`src/rtl/riscv_pkg.sv`:
```
// Shared widths and types for the register-read / issue stage.
package riscv_pkg;

    localparam int XLEN   = 64;
    localparam int NREG   = 32;
    localparam int REG_AW = $clog2(NREG);
    localparam int CTRL_W = 32;

    typedef logic [REG_AW-1:0] reg_addr_t;
    typedef logic [XLEN-1:0]   xdata_t;
    typedef logic [CTRL_W-1:0] ctrl_t;   // opaque decoded-control bundle

endpackage

```
`src/rtl/operand_fetch_scoreboard.sv`:
```
// Per-register busy bits: one outstanding write per architectural register.
// x0 is never tracked. A same-register set and clear in one cycle leaves the bit set.
module scoreboard
    import riscv_pkg::*;
(
    input  logic            clk,
    input  logic            rst,
    input  logic            set_en,
    input  reg_addr_t       set_rd,
    input  logic            clr_en,
    input  reg_addr_t       clr_rd,
    output logic [NREG-1:0] busy
);

    // Set on issue to execute, clear on writeback; set has priority.
    always_ff @(posedge clk or negedge rst) begin
        if (!rst) begin
            busy <= '0;
        end else begin
            for (int i = 1; i < NREG; i++) begin
                if (set_en && set_rd == reg_addr_t'(i))
                    busy[i] <= 1'b1;
                else if (clr_en && clr_rd == reg_addr_t'(i))
                    busy[i] <= 1'b0;
            end
        end
    end

endmodule

```
`src/rtl/operand_fetch.sv`:
```
// Register-read / issue stage: reads three sources (with writeback bypass),
// stalls RAW/WAW hazards against the busy scoreboard, and registers the
// instruction into a single valid/ready slot for execute.
module operand_fetch
    import riscv_pkg::*;
(
    input  logic      clk,
    input  logic      rst,
    // decode side
    input  logic      id_valid,
    output logic      id_ready,
    input  reg_addr_t id_rs1,
    input  reg_addr_t id_rs2,
    input  reg_addr_t id_rs3,
    input  logic      id_use1,
    input  logic      id_use2,
    input  logic      id_use3,
    input  reg_addr_t id_rd,
    input  logic      id_rd_we,
    input  ctrl_t     id_ctrl,
    // register file read ports
    output reg_addr_t rf_r1_addr,
    output reg_addr_t rf_r2_addr,
    output reg_addr_t rf_r3_addr,
    input  xdata_t    rf_r1_data,
    input  xdata_t    rf_r2_data,
    input  xdata_t    rf_r3_data,
    // writeback bus
    input  logic      wb_valid,
    input  reg_addr_t wb_rd,
    input  xdata_t    wb_data,
    // execute side
    input  logic      flush,
    output logic      ex_valid,
    input  logic      ex_ready,
    output xdata_t    ex_op1,
    output xdata_t    ex_op2,
    output xdata_t    ex_op3,
    output reg_addr_t ex_rd,
    output logic      ex_rd_we,
    output ctrl_t     ex_ctrl
);

    logic [NREG-1:0]         busy;
    logic [2:0][REG_AW-1:0]  rs;
    logic [2:0]              src_use;
    logic [2:0][XLEN-1:0]    rfd;
    logic [2:0][XLEN-1:0]    opv;
    logic [2:0]              byp;
    logic                    hazard;
    logic                    accept;
    logic                    handoff;

    assign rs         = {id_rs3, id_rs2, id_rs1};
    assign src_use    = {id_use3, id_use2, id_use1};
    assign rfd        = {rf_r3_data, rf_r2_data, rf_r1_data};

    assign rf_r1_addr = id_rs1;
    assign rf_r2_addr = id_rs2;
    assign rf_r3_addr = id_rs3;

    // Source muxes (x0 > bypass > regfile) and hazard detection.
    // A RAW on a busy register is forgiven when its writeback is on the bus now;
    // WAW has no such escape, so the new write waits for the old one to retire.
    always_comb begin
        opv    = '0;
        byp    = '0;
        hazard = id_rd_we && (id_rd != '0) && busy[id_rd];
        for (int i = 0; i < 3; i++) begin
            byp[i] = wb_valid && (wb_rd == rs[i]);
            if (rs[i] == '0)
                opv[i] = '0;
            else if (byp[i])
                opv[i] = wb_data;
            else
                opv[i] = rfd[i];
            if (src_use[i] && (rs[i] != '0) && busy[rs[i]] && !byp[i])
                hazard = 1'b1;
        end
    end

    assign id_ready = (!ex_valid || ex_ready) && !hazard && !flush;
    assign accept   = id_valid && id_ready;
    assign handoff  = ex_valid && ex_ready;

    // Execute slot: flush > accept > handoff > hold. Payload only moves on accept,
    // so it stays stable under backpressure.
    always_ff @(posedge clk or negedge rst) begin
        if (!rst) begin
            ex_valid <= 1'b0;
            ex_op1   <= '0;
            ex_op2   <= '0;
            ex_op3   <= '0;
            ex_rd    <= '0;
            ex_rd_we <= 1'b0;
            ex_ctrl  <= '0;
        end else if (flush) begin
            ex_valid <= 1'b0;
        end else if (accept) begin
            ex_valid <= 1'b1;
            ex_op1   <= opv[0];
            ex_op2   <= opv[1];
            ex_op3   <= opv[2];
            ex_rd    <= id_rd;
            ex_rd_we <= id_rd_we;
            ex_ctrl  <= id_ctrl;
        end else if (handoff) begin
            ex_valid <= 1'b0;
        end
    end

    // Busy is marked only once execute owns the instruction (handoff, even
    // alongside flush); a slot killed before handoff never marks anything.
    scoreboard u_sb (
        .clk    (clk),
        .rst    (rst),
        .set_en (handoff && ex_rd_we && (ex_rd != '0)),
        .set_rd (ex_rd),
        .clr_en (wb_valid && (wb_rd != '0)),
        .clr_rd (wb_rd),
        .busy   (busy)
    );

endmodule

```
`config.mk`:
```
export PLATFORM = sky130hd
export DESIGN_NAME = operand_fetch
export DESIGN_NICKNAME = d
export VERILOG_FILES = /design/src/rtl/riscv_pkg.sv /design/src/rtl/operand_fetch_scoreboard.sv /design/src/rtl/operand_fetch.sv
export SDC_FILE = /design/constraint.sdc
export NUM_CORES = 1
export LEC_CHECK = 0
export ABC_AREA = 1
export CAP_MARGIN = 20
export CORE_MARGIN = 4
export CORE_UTILIZATION = 30
export CTS_CLUSTER_DIAMETER = 200
export DETAILED_ROUTE_END_ITERATION = 7
export PLACE_DENSITY = 0.63
export SLEW_MARGIN = 20
export SYNTH_ARGS = -nofsm -noshare
export SYNTH_HDL_FRONTEND = slang
export SYNTH_SLANG_ARGS = --single-unit
export TNS_END_PERCENT = 5
```
`constraint.sdc`:
```
create_clock -name clk -period 1.85 [get_ports clk]
set_input_delay 0.37 -clock clk [delete_from_list [all_inputs] [get_ports clk]]
set_output_delay 0.37 -clock clk [all_outputs]
set_load 0.02 [all_outputs]
```
Word level (Yosys, flattened, before mapping)
Cells that the tools add are included.
- $add $sub $neg: 0
- $mul: 0
- div/mod/pow operators: 0
- magnitude comparators: 4
- equality and inequality tests: 65
- shift operators: 0
- muxes and demuxes: 82
- bitwise logic cells: 1
- reductions and logical operators: 132
- operators by type and width (kind ; number):
    64-bit two-way mux ; 6
    5-bit equality test, second input constant ; 32
    1-bit logical AND ; 83
    5-bit by 4-bit equality test with 1-bit output, second input constant ; 16
    1-bit two-way mux ; 72
    2-bit nonzero test ; 31
    5-bit by 3-bit equality test with 1-bit output, second input constant ; 8
    5-bit nonzero test ; 6
    5-bit by 6-bit < comparator with 1-bit output, second input constant ; 4
    1-bit binary-select mux with 5-bit select ; 4
    5-bit by 2-bit equality test with 1-bit output, second input constant ; 4
    5-bit equality test ; 3
    5-bit logical NOT ; 3
    5-bit by 1-bit equality test with 1-bit output, second input constant ; 2
    1-bit logical NOT ; 6
    3-bit nonzero test ; 1
    2-bit AND reduction ; 1
    1-bit logical OR ; 1
    1-bit inverter ; 1
- bits in registers: 262
- bits in latches: 0
- RAM bits: 0
- ROM bits: 0
- output and inout bits: 247
- memories kept: 0

Longest topological paths before layout
- depth in word-level cells: 13
- depth in mapped cells: 17

Modules after synthesis
Synthesis repeated with hierarchy kept, for this count alone.
- cells, all modules: 2320
- area total of the unflattened synthesis: 16181.8 sq um
- by module, submodules not included (module ; times used ; cells each ; area each (sq um) ; sequential area each (sq um)):
    operand_fetch ; 1 ; 2108 ; 14631.5 ; 5780.5
    scoreboard ; 1 ; 212 ; 1550.2 ; 775.7

Worst setup path before layout
Ideal clock, no wire load.
- path kind: in2out
- from: input port id_rd[1]
- to: output port id_ready
- arrival time: 1.728 ns
- required time: 1.480 ns
- path slack: -0.248 ns
- stages on the path: 11
- path buffers: 1
- cell sequence: buf_2 clkinv_1 nand3_1 nand2_1 nand2_1 nand2_1 nor2_1 nand2_1 nand3_1 nand2_1 nor3_1
- cells in the longest elaborated chain, start to end: 9
- ends and longest elaborated chain (item ; line ; source):
    from (decl) ; operand_fetch.sv:18 ; input reg_addr_t id_rd,
    1-bit binary-select mux with 5-bit select or 5-bit nonzero test (tied branches) ; operand_fetch.sv:68 ; hazard = id_rd_we && (id_rd != '0) && busy[id_rd];
    1-bit two-way mux (implied by the code) or 1-bit logical AND (tied branches) ; operand_fetch.sv:68 ;
    1-bit logical AND (*) ; operand_fetch.sv:68 ;
    1-bit two-way mux (*) (3 in series) ; operand_fetch.sv:77 ; if (src_use[i] && (rs[i] != '0) && busy[rs[i]] && !byp[i])
    1-bit logical NOT (*) ; operand_fetch.sv:82 ; assign id_ready = (!ex_valid || ex_ready) && !hazard && !flush;
    1-bit logical AND (*) (2 in series) ; operand_fetch.sv:82 ;
    to (decl) ; operand_fetch.sv:11 ; output logic id_ready,
Mark *: on every way between the ends. The rest lies on a longest branch, timed or not. The select of a mux whose other input is x is not followed.

Worst setup path after layout
- from: input port wb_rd[2]
- to: output port id_ready
- cells in the longest elaborated chain, start to end: 10
- ends and longest elaborated chain (item ; line ; source):
    from (decl) ; operand_fetch.sv:30 ; input reg_addr_t wb_rd,
    5-bit equality test ; operand_fetch.sv:70 ; byp[i] = wb_valid && (wb_rd == rs[i]);
    1-bit logical AND ; operand_fetch.sv:70 ;
    1-bit logical NOT ; operand_fetch.sv:77 ;
    1-bit logical AND ; operand_fetch.sv:77 ;
    1-bit two-way mux (2 in series) ; operand_fetch.sv:77 ;
    1-bit two-way mux (*) ; operand_fetch.sv:77 ;
    1-bit logical NOT (*) ; operand_fetch.sv:82 ;
    1-bit logical AND (*) (2 in series) ; operand_fetch.sv:82 ;
Mark *: on every way between the ends. The rest lies on a longest branch, timed or not.

==> flow_metrics.py <==
metrics = {
    "floorplan": {
        "die_w_microns": 240,
        "dieArea_sq_um": 57400,
        "core_sq_um": 52900,
        "initial_utilization_pct": 30.4,
        "row_count": 84,
        "die_y_microns": 240,
        "io-pin-count": 570,
    },
    "synthesis": {
        "synth_top_area_share_pct": 40.8,
        "syn-instance-count": 2290,
        "synth_nets": 2613,
        "ys_ff_latch": 262,
        "syn-cell-area_sq_um": 16100,
        "synth_cell_types": 26,
        "yosysWarnings": 1,
        "yosysTopAreaCell": "dfrtp_1",
        "synth_area_leaders": "dfrtp_1 (41%), nand2_1 (20%), nand4_1 (16%)",
        "yosysMostFrequentCell": "nand2_1",
        "synth_edf_count": 0,
        "yosysSeqAreaShare_pct": 40.8,
        "async_flop_share_pct": 100,
        "syn_avg_cell_area_sq_um": 7.02,
        "synthTopCellsByCount": "nand2_1 (843), nand4_1 (422), dfrtp_1 (262), a21oi_1 (212), clkbuf_1 (113)",
        "synth_ff_type": "dfrtp_1",
    },
    "timing": {
        "period_share_pct": 137,
        "max_freq_mhz": 394,
        "finalWorstSetupSlack_ns": -0.691,
        "setup_violations": 232,
        "setup_tns_ns": -132.38,
        "rsz0062_at_grt": "true",
        "worst_pin_slew_ns": 0.992,
        "finalMaxSlewViolations": 0,
        "hold_slack_ns": 0.250,
        "period_needed_ns": 2.54,
        "fin_skew_ns": 0.0288,
        "hold_viol": 0,
        "slew_headroom_pct": 33.9,
    },
    "pwr": {
        "p_seq_share_pct": 31.9,
        "power_frac_clock_pct": 27.3,
        "intPower_w": 0.0160,
        "switching_power_w": 0.0105,
        "comb_power_share_pct": 40.8,
        "p_per_area_nw_per_um2": 998,
        "peakVddDrop_mv": 0.624,
        "leakage_nw": 13.0,
        "power_w": 0.0265,
        "swShare_pct": 39.6,
    },
    "final_layout": {
        "drive_above_1_share_pct": 18.1,
        "nets": 3269,
        "final_core_util_pct": 50.2,
        "syn2layout_area_growth_pct": 64.9,
        "nFillCells": 5130,
    },
    "detailed_routing": {
        "drc": 0,
        "post_drt_wl_per_cell_microns": 24.5,
        "drt_pass1_iterations": 6,
        "drt_iter0_markers": 2147,
        "routed_via_density": 5.72,
        "vias": 21000,
        "wl_microns": 90000,
        "postRouteAntennaNets": 0,
    },
    "setup_path": {
        "path_cells": "clkdlybuf4s50_1 > nor2_1 > nor3_2 > nand3_4 > nand2_1 > inv_2 > nand3_2 > nand2_4 > nor3_4 > buf_6",
        "crit_family": "simple AND/OR/NAND/NOR gates",
        "end_kind": "output pin",
        "cp.required_ns": 1.48,
        "worstSetupPathType": "in2out",
        "worst_path_max_delay_cell": "clkdlybuf4s50_1",
        "cp-start-kind": "input port",
        "path_max_fanout": 5,
        "arrival_ns": 2.17,
        "max_stage_delay_ns": 0.62,
        "cp_num_buf_inv": 3,
    },
    "placement": {
        "globalplace.congestion": 0.990,
        "place_hpwl_microns": 62300,
        "numPortBuffers": 569,
        "dp_slack_ns": -1.20,
    },
    "cts": {
        "h-tree-depth": 2,
        "cts.reportedPaths.clkPinSlew_ns": 0.06,
        "cts_tree": "built",
        "numCtsBuffers": 36,
        "cts.sinks": 262,
        "cts_max_path_buffers": 3,
        "worstSkewPairLatency_ns": 0.55,
        "cts-root-buf": "clkbuf_16",
    },
    "grt": {
        "grt_usage_pct": 29.8,
        "grt_overflow": 0,
        "antenna_found_initial": 8,
        "grt_max_degree": 69,
        "grt_pass1_vias": 20600,
        "grt_pass1_wl_microns": 131000,
    },
    "job": {
        "max_cap_violations": 0,
    },
    "hold_path": {
        "hp-class": "in2reg",
    },
    "status": {
        "outcome": "finished, violations left",
        "violations": "setup timing",
    },
}
==> per-layer routing <==
metal	vias up	part of all wire, %	routed length, microns	GRT usage [%]
li1	9256	-	-	-
met1	10000	38	34100	37.9
met2	1460	47	41900	48.2
met3	271	10	9200	6.42
met4	0	5.4	4830	14.4
met5	-	0	0	0
==> sequential cells by signal, indices dropped and copies added, names as in the netlist <==
signal     flops
ex_op2        64
ex_ctrl       32
ex_valid       1
ex_rd          5
u_sb.busy     31
ex_op1        64
ex_rd_we       1
ex_op3        64
==> layout by cell type (no fill, tap or decap), types with 16 or more instances in the layout <==
cell / instances
nand2_4: 18
buf_16: 23
dlygate4sd2_1: 244
buf_4: 176
inv_1: 43
buf_6: 27
nand2_1: 720
clkbuf_16: 39
nor2_1: 48
o21ai_0: 50
nand3_1: 81
nand2_2: 105
dfrtp_1: 259
nand4_1: 422
o211ai_1: 16
inv_2: 24
clkdlybuf4s50_1: 318
buf_12: 54
a21oi_1: 209
==> metrics by stage <==
stage | area, sq um | std cells
6_report | 26500 | 3670
3_5_place_dp | 24000 | 3546
4_1_cts | 25900 | 3647
5_1_grt | 26500 | 3668
3_3_place_gp | 24000 | 3546
2_1_floorplan | 16100 | 2290
==> path summary, 6_finish.rpt <==
check | slack [ns] | cells after the start | startpoint | end
min in group asynchronous | 0.38 | 2 | rst | ex_ctrl[13]
setup reg to reg | -0.68 | 19 | u_sb.busy[18] | ex_ctrl[13]
setup / recovery | -0.69 | 10 | wb_rd[2] | id_ready
max in group asynchronous | 0.83 | 3 | rst | ex_ctrl[18]
hold reg to reg | 0.46 | 2 | ex_op1[25] | ex_op1[25]
hold / removal | 0.25 | 3 | id_valid | ex_rd[1]
==> logic make-up after synthesis <==
group / synth area share [%]
flops: 40.8
simple gates: 40.6
compound gates: 9.44
buf+inv: 9.18
==> area by class of cell <==
type,instances,area [sq um],share of cell area (%)
Clock buffer,51,1050,3.95
Clock inverter,13,165,0.623
Antenna cell,10,25.0,0.0944
Inverter,74,298,1.12
Sequential cell,262,6560,24.7
Tap cell,688,861,3.25
Multi-Input combinational cell,1715,8640,32.6
Timing Repair Buffer,857,8920,33.6
==> power by group through the flow <==
stage	clock (W)	sequential [W]	combinational [W]
floorplan	0	0.0101	0.00285
global placement	0	0.00837	0.0107
detailed placement	0	0.00838	0.0108
CTS	0.00735	0.00828	0.0104
global route	0.00756	0.00860	0.0115
finish	0.00723	0.00844	0.0108
==> timing repair <==
| item | 4_1_cts | 5_1_grt |
|---|---|---|
| setup buffers | 14 | 14 |
| hold buffers | 1 | 0 |
| gates cloned | 22 | 4 |
| pin swaps | 43 | 24 |
| setup endpoints to repair | 476 | 233 |
| hold endpoints to repair | 45 | 0 |
| gates resized for setup | 333 | 175 |
==> worst reg2reg max path: stages, from the launching register on <==
cell,delay [ns]
dfrtp_1,0.38
inv_2,0.07
buf_12,0.12
nand2_2,0.07
nand3_2,0.08
nand2_1,0.05
nand2_1,0.05
nand2_1,0.05
nor2_1,0.15
nand2_1,0.08
nand3_2,0.09
nand2_4,0.07
buf_6,0.12
nor2_4,0.19
nand3_4,0.20
buf_12,0.22
buf_12,0.15
clkbuf_16,0.17
nand2_2,0.06
nand2_1,0.05
Power figures use the tool's default switching activity.
